<file path="src/rtl/spmv_lane_consumer.sv">
// One-lane SpMV consumer: pops len/val/col FIFOs, accumulates val*x[col] per CSR row, emits row results.
// Optional saturating accumulation and sat_flag output when SPMV_SAT_EN is defined.
module spmv_lane_consumer #(
    parameter int DATA_W = 8,
    parameter int COL_W  = 8,
    parameter int ACC_W  = 24,
    parameter int ROW_W  = 16
) (
    input  logic              clk,
    input  logic              rst,
    input  logic [DATA_W-1:0] val_in,
    input  logic [COL_W-1:0]  col_in,
    input  logic [DATA_W-1:0] len_in,
    input  logic              val_empty,
    input  logic              col_empty,
    input  logic              len_empty,
    output logic              val_read,
    output logic              col_read,
    output logic              len_read,
    input  logic              x_we,
    input  logic [COL_W-1:0]  x_addr,
    input  logic [DATA_W-1:0] x_data,
    output logic [ACC_W-1:0]  y_out,
    output logic [ROW_W-1:0]  y_row,
    output logic              y_valid,
    input  logic              y_ready,
    output logic              busy
`ifdef SPMV_SAT_EN
    ,
    output logic              sat_flag
`endif
);

    // state  | meaning
    // S_LEN  | waiting to pop the next row length
    // S_ACC  | popping (val, col) pairs and accumulating
    // S_EMIT | presenting the row result until y_ready
    typedef enum logic [1:0] {S_LEN, S_ACC, S_EMIT} state_t;

    localparam int PROD_W = 2 * DATA_W;
    localparam int SUM_W  = ((ACC_W > PROD_W) ? ACC_W : PROD_W) + 1;

    state_t                   state;
    logic signed [ACC_W-1:0]  acc;
    logic [DATA_W-1:0]        remaining;
    logic [DATA_W-1:0]        x_rf [0:(1<<COL_W)-1];

    logic                     pair_pop;
    logic signed [DATA_W-1:0] val_s;
    logic signed [DATA_W-1:0] x_head;
    logic signed [PROD_W-1:0] prod;
    logic signed [SUM_W-1:0]  sum;
    logic signed [ACC_W-1:0]  acc_next;

    assign len_read = !rst && (state == S_LEN) && !len_empty;
    assign pair_pop = !rst && (state == S_ACC) && !val_empty && !col_empty;
    assign val_read = pair_pop;
    assign col_read = pair_pop;

    always_ff @(posedge clk) begin
        if (x_we)
            x_rf[x_addr] <= x_data;
    end

    assign val_s  = val_in;
    assign x_head = x_rf[col_in];
    assign prod   = val_s * x_head;
    // Sum is wide enough that neither operand nor the carry is lost before wrap/clamp.
    assign sum    = SUM_W'(acc) + SUM_W'(prod);

`ifdef SPMV_SAT_EN
    logic clamp;
    logic row_sat;

    always_comb begin
        acc_next = ACC_W'(sum);
        clamp    = 1'b0;
        if (!((&sum[SUM_W-1:ACC_W-1]) || !(|sum[SUM_W-1:ACC_W-1]))) begin
            clamp    = 1'b1;
            acc_next = sum[SUM_W-1] ? {1'b1, {(ACC_W-1){1'b0}}}
                                    : {1'b0, {(ACC_W-1){1'b1}}};
        end
    end
`else
    always_comb begin
        acc_next = ACC_W'(sum);
    end
`endif

    always_ff @(posedge clk) begin
        if (rst) begin
            state     <= S_LEN;
            acc       <= '0;
            remaining <= '0;
            y_out     <= '0;
            y_row     <= '0;
            y_valid   <= 1'b0;
            busy      <= 1'b0;
`ifdef SPMV_SAT_EN
            row_sat   <= 1'b0;
            sat_flag  <= 1'b0;
`endif
        end else begin
            case (state)
                S_LEN: begin
                    if (!len_empty) begin
                        remaining <= len_in;
                        acc       <= '0;
                        busy      <= 1'b1;
`ifdef SPMV_SAT_EN
                        row_sat   <= 1'b0;
                        sat_flag  <= 1'b0;
`endif
                        if (len_in == '0) begin
                            state   <= S_EMIT;
                            y_out   <= '0;
                            y_valid <= 1'b1;
                        end else begin
                            state <= S_ACC;
                        end
                    end
                end
                S_ACC: begin
                    if (pair_pop) begin
                        acc       <= acc_next;
                        remaining <= remaining - DATA_W'(1);
`ifdef SPMV_SAT_EN
                        row_sat   <= row_sat | clamp;
`endif
                        if (remaining == DATA_W'(1)) begin
                            state   <= S_EMIT;
                            y_out   <= acc_next;
                            y_valid <= 1'b1;
`ifdef SPMV_SAT_EN
                            sat_flag <= row_sat | clamp;
`endif
                        end
                    end
                end
                S_EMIT: begin
                    if (y_ready) begin
                        state   <= S_LEN;
                        y_valid <= 1'b0;
                        busy    <= 1'b0;
                        y_row   <= y_row + ROW_W'(1);
`ifdef SPMV_SAT_EN
                        sat_flag <= 1'b0;
`endif
                    end
                end
                default: state <= S_LEN;
            endcase
        end
    end

endmodule

</file>
<file path="config.mk">
export PLATFORM = sky130hd
export DESIGN_NAME = spmv_lane_consumer
export DESIGN_NICKNAME = d
export VERILOG_FILES = /design/src/rtl/spmv_lane_consumer.sv
export SDC_FILE = /design/constraint.sdc
export NUM_CORES = 2
export LEC_CHECK = 0
export ABC_AREA = 1
export CORE_MARGIN = 3
export CORE_UTILIZATION = 45
export DETAILED_ROUTE_END_ITERATION = 10
export HOLD_SLACK_MARGIN = 0.06
export SKIP_LAST_GASP = 1
export SYNTH_ARGS = -nofsm -noshare
export SYNTH_HDL_FRONTEND = slang
export SYNTH_SLANG_ARGS = --single-unit
</file>
<file path="constraint.sdc">
create_clock -name clk -period 22.5 [get_ports clk]
set_input_delay 4.5 -clock clk [delete_from_list [all_inputs] [get_ports clk]]
set_output_delay 4.5 -clock clk [all_outputs]
set_load 0.03 [all_outputs]
</file>
# Word level (Yosys, flattened, before mapping)
# Memory sizes are Yosys's and may differ from the RTL's.
# Cells that the tools add are included.
# word_totals
output_inout_bits,45
reg_bits,76
wordCells,67
n_memories,1
input_bits,47
ram_bits,2048
# memory_table
memory,depth,width,rd,rd_ports_with_merged_regs,write_ports,line_no,rtl
x_rf,256,8,1,0,1,46,logic [DATA_W-1:0] x_rf [0:(1<<COL_W)-1];
# classes
add_sub_neg,3
mul,1
reduce_logical,20
mux,27
eq_ne,8
# ops
op,n
$mux 24,6
$pmux 24 s2,2
$add 24x16->24,1
$add 16x1->16 const B,1
$mul 8x8->16,1
$mux 8,2
$pmux 8 s2,1
$mux 2,5
$eq 8x1->1 const B,1
$logic_not 8->1,1
$mux 1,8
$sub 8x1->8 const B,1
$ne 2x2->1 const B,3
$pmux 2 s3,1
$reduce_and 3->1,2
$reduce_and 6->1,1
$logic_and 1x1->1,5
$reduce_and 5->1,1
$logic_not 1->1,4
$ne 2x1->1 const B,2
$reduce_and 4->1,1
$reduce_bool 2->1,2
$pmux 1 s3,1
$reduce_bool 3->1,1
other kinds (5),5

# Longest topological paths before layout
# logic_depth
word_depth,6
depth_mapped,36
depth_no_buf,33

# Worst setup path after synthesis
# OpenSTA, ideal clock, no wires.
# synth_timing
kind,input to register
from,input port col_in[0]
to,register acc[18]
path_buffers,3
slack_ns,11.898
t_required_ns,22.430
cell_stages,33
arrival_ns,10.532
setup_ns,0.070
cell_sequence,buf_6 inv_6 buf_6 buf_4 nand2_1 nand3_1 nand3_1 nand3_1 nand3_1 nand3_1 nand3_1 nand3_1 nand2_2 nor2_2 inv_1 fa_1 fa_1 inv_1 fa_1 fa_1 fa_1 ha_1 a21oi_1 nand2_1 a21boi_0 inv_1 nand2_1 nand2_1 a21oi_1 nor2_1 nor2_1 nand2_1 a21oi_1
# synth_between
elab_chain_len,5
# synth_rtl
element,line_no,rtl
start: declaration,12,"input logic [COL_W-1:0] col_in,"
$mem_v2 256x8,--,
$mul 8x8->16,67,assign prod = val_s * x_head;
$add 24x16->24,69,assign sum = SUM_W'(acc) + SUM_W'(prod);
$mux 24,124,if (pair_pop) begin
$pmux 24 s2,104,case (state)
end signal: assignment,125,acc <= acc_next;
end: declaration,44,logic signed [ACC_W-1:0] acc;
# No other way between the ends. The select of a mux whose other input is x is not followed.
# A chain may end at the register's enable or synchronous reset.

# Final worst setup path
# layout_timing
from,input port col_in[0]
to,register acc[16]
# The elaborated chain is that of the path after synthesis.

==> out/qor.yml <==
ant_nets: 0
worst_pin_slew_ps: 1846
slew_headroom: -0.2309
holdCritPathClass: "reg2reg"
cts_tree: "built"
grt_pass1_wl_um: 371100
rows: 164
setup_viol: 0
yosysTopAreaCellShare: 0.6781
status: "finished, violations left"
slew_violations: 209
finalHoldWorstSlack_ps: 471.3
slowest_delay_ps: 860
totalWireLength_um: 249100
place_ws_ps: 8185
cts_hold_buf: 0
criticalPathCategory: "in2reg"
synthFlopType: "edfxtp_1"
htreeDepth: 4
ctsRootBufferMaster: "clkbuf_16"
seqCellArea_um2: 63020
p_leak_nw: 35.44
p_int_w: 0.007160
cpMaxStageDelayCell: "buf_4"
nFillCells: 17490
clk_latency_ps: 830
end_kind: "flop"
ys_types: 41
fin_crit_sh: 0.6053
p_seq_frac: 0.433
cts_buffers: 215
clock.fmax_mhz: 73.42
switchingPower_w: 0.003048
place.gp.congestion: 0.8741
synth_cells: 7884
cp.arrival_ps: 14320
r2r_end: "acc[16]$_SDFFE_PP0P_"
power_density_nw_per_um2: 101.9
finalHoldViolations: 0
yosys.area.top_type: "edfxtp_1"
drive_above_1_share: 0.05544
vias_per_cell: 5.663
rrSetupSlack_ps: 15390
die_y_um: 454.9
die-area_um2: 207000
r2r_cells: 29
p_comb_frac: 0.218
die_w_um: 454.9
avgSynthCellArea_um2: 11.50
post-cts-setup-buffer-count: 0
final_nets: 7981
path_common_cell: "nand3_1"
min_to: "y_row[15]$_SDFFE_PP0P_"
crit_required_ps: 23200
path_max_fanout: 129
grt_usage: 0.2372
port_buffers: 91
syn2layout_area_growth_pct: 10.43
overflow: 0
dp_hpwl_um: 140100
synth_seq_cells: 2124
violations: "slew limit"
antenna_found_initial: 7
multi_input_area_um2: 24200
synth_seq_area_share: 0.6949
grt_setup_unrepaired: "false"
hold_depth: 2
min_from: "y_row[15]$_SDFFE_PP0P_"
synth_fp_nets: 8092
drv_cap: 0
ir_worst_vdd_uv: 114.9
drcViolationCount: 0
drt_pass1_iterations: 8
final_core_util: 0.5006
tns_ps: 0
critPathLaunchType: "input port"
clk_pin_slew_worst_paths_ps: 60
yosysWarnings: 0
synth-edff-count: 2048
worst_slack_ps: 8880
wl_per_cell_um: 23.47
reg2reg_from: "x_rf[194][0]$_DFFE_PP_"
synth-async-reset-ratio: 0
coreArea_um2: 200100
min_period_ps: 13620
io_pins: 92
initial_core_util: 0.4533
dr_total_vias: 60100
pwr-share-clk: 0.349
fin_skew_ps: 19.47
clockBufferDepth: 3
switching_share: 0.2986
ys_top_cells_by_area: "edfxtp_1 (68%), nand3_1 (11%), nand2_1 (9.0%)"
first_iter_violations: 7334
grt_pass1_vias: 57180
syn_area_um2: 90690
cts.sink_count: 2124
grt_max_degree: 286
placedCellCount: 10210
cts-resized-gates: 0
finalNonFillerCells: 10610
==> sequential cells by signal, indices dropped and copies added (netlist names) <==
register / flops
remaining: 8
acc: 24
y_out: 24
busy: 1
y_valid: 1
x_rf: 2048
y_row: 16
state: 2
==> critical path: cells and delay by family <==
kind	cells	cell delay, ps
compound gates	4	900
fa+ha+maj	6	2760
simple gates	15	2250
buf+inv	9	3630
==> synth_stat cells (all sizes together) (3+ instances only) <==
cell type  number
nand2        2180
nand3        2081
edfxtp       2048
buf           394
nor2          361
inv           228
clkbuf        113
fa            104
a21oi          97
dfxtp          76
o21ai          69
ha             57
nor3           10
o21a           10
nand4           9
xor2            6
xnor2           5
a211oi          4
a2bb2oi         4
o21bai          4
a21boi          3
o211ai          3
o22ai           3
==> area by class of cell <==
cell class	instances	share of cell area
inverters	228	0.008982
multi-input cells	5025	0.2416
diodes	2	0.00004997
flip-flops and latches	2124	0.6292
clock inverters	143	0.01443
well taps	2656	0.03318
repair buffers	179	0.01705
clock buffers	256	0.05547
==> cells by family (layout without fill, tap and decap cells) <==
family,after synthesis,count (layout),synth area share
AOI/OAI and AO/OA,206,206,0.01250
xor gates and xnor gates,11,11,0.001062
adders and majority gates,161,161,0.03082
buffers and inverters,735,806,0.03846
DFF,2124,2124,0.6949
other,0,2,0
and+or+nand+nor,4647,4647,0.2223
==> how the worst max path moves through the flow <==
stage / from / endpoint / cells after the start
6_report: col_in[0] / acc[16]$_SDFFE_PP0P_ / 34
3_5_place_dp: col_in[0] / acc[16]$_SDFFE_PP0P_ / 34
3_3_place_gp: col_in[0] / acc[16]$_SDFFE_PP0P_ / 34
5_1_grt: col_in[0] / acc[18]$_SDFFE_PP0P_ / 35
4_1_cts: col_in[0] / acc[16]$_SDFFE_PP0P_ / 34
2_1_floorplan: col_in[0] / acc[18]$_SDFFE_PP0P_ / 33
==> per-layer routing <==
metal / vias to the layer above / part of all wire / GRT usage
met1: 29730 / 0.43 / 0.3420
met2: 2474 / 0.46 / 0.3701
li1: 27480 / - / -
met3: 423 / 0.081 / 0.03854
met4: 0 / 0.032 / 0.07465
met5: - / 0 / 0
==> per-stage QoR <==
| step | total power [W] | cell area, um^2 |
|---|---|---|
| floorplan | 0.006046 | 90690 |
| global placement | 0.006682 | 93150 |
| detailed placement | 0.006689 | 93150 |
| CTS | 0.01024 | 100100 |
| global route | 0.01072 | 100200 |
| finish | 0.01021 | 100200 |
==> power groups by stage <==
stage               registers, W  logic, W  clock network [W]
finish                   0.00442   0.00222            0.00357
global route             0.00442   0.00253            0.00377
CTS                      0.00442   0.00221            0.00361
detailed placement       0.00450   0.00219                  0
global placement         0.00450   0.00218                  0
floorplan                0.00451   0.00153                  0
==> cell usage in the layout, fill, tap and decap left out, types with 10 or more instances in the layout <==
master / Yosys / final
o21a_1: 10 / 10
fa_1: 104 / 104
nor3_1: 10 / 10
buf_8: 0 / 11
nand2_1: 2175 / 2171
dfxtp_1: 76 / 76
a21oi_1: 97 / 97
clkbuf_16: 0 / 216
ha_1: 57 / 57
nor2_1: 358 / 357
inv_1: 222 / 220
clkdlybuf4s50_1: 0 / 77
buf_4: 66 / 82
edfxtp_1: 2048 / 2048
bufinv_16: 0 / 24
clkinv_1: 0 / 50
clkbuf_1: 113 / 40
nand3_1: 2073 / 2073
clkinv_2: 0 / 43
o21ai_0: 67 / 67
No activity file was read; power rests on OpenSTA's default activity.
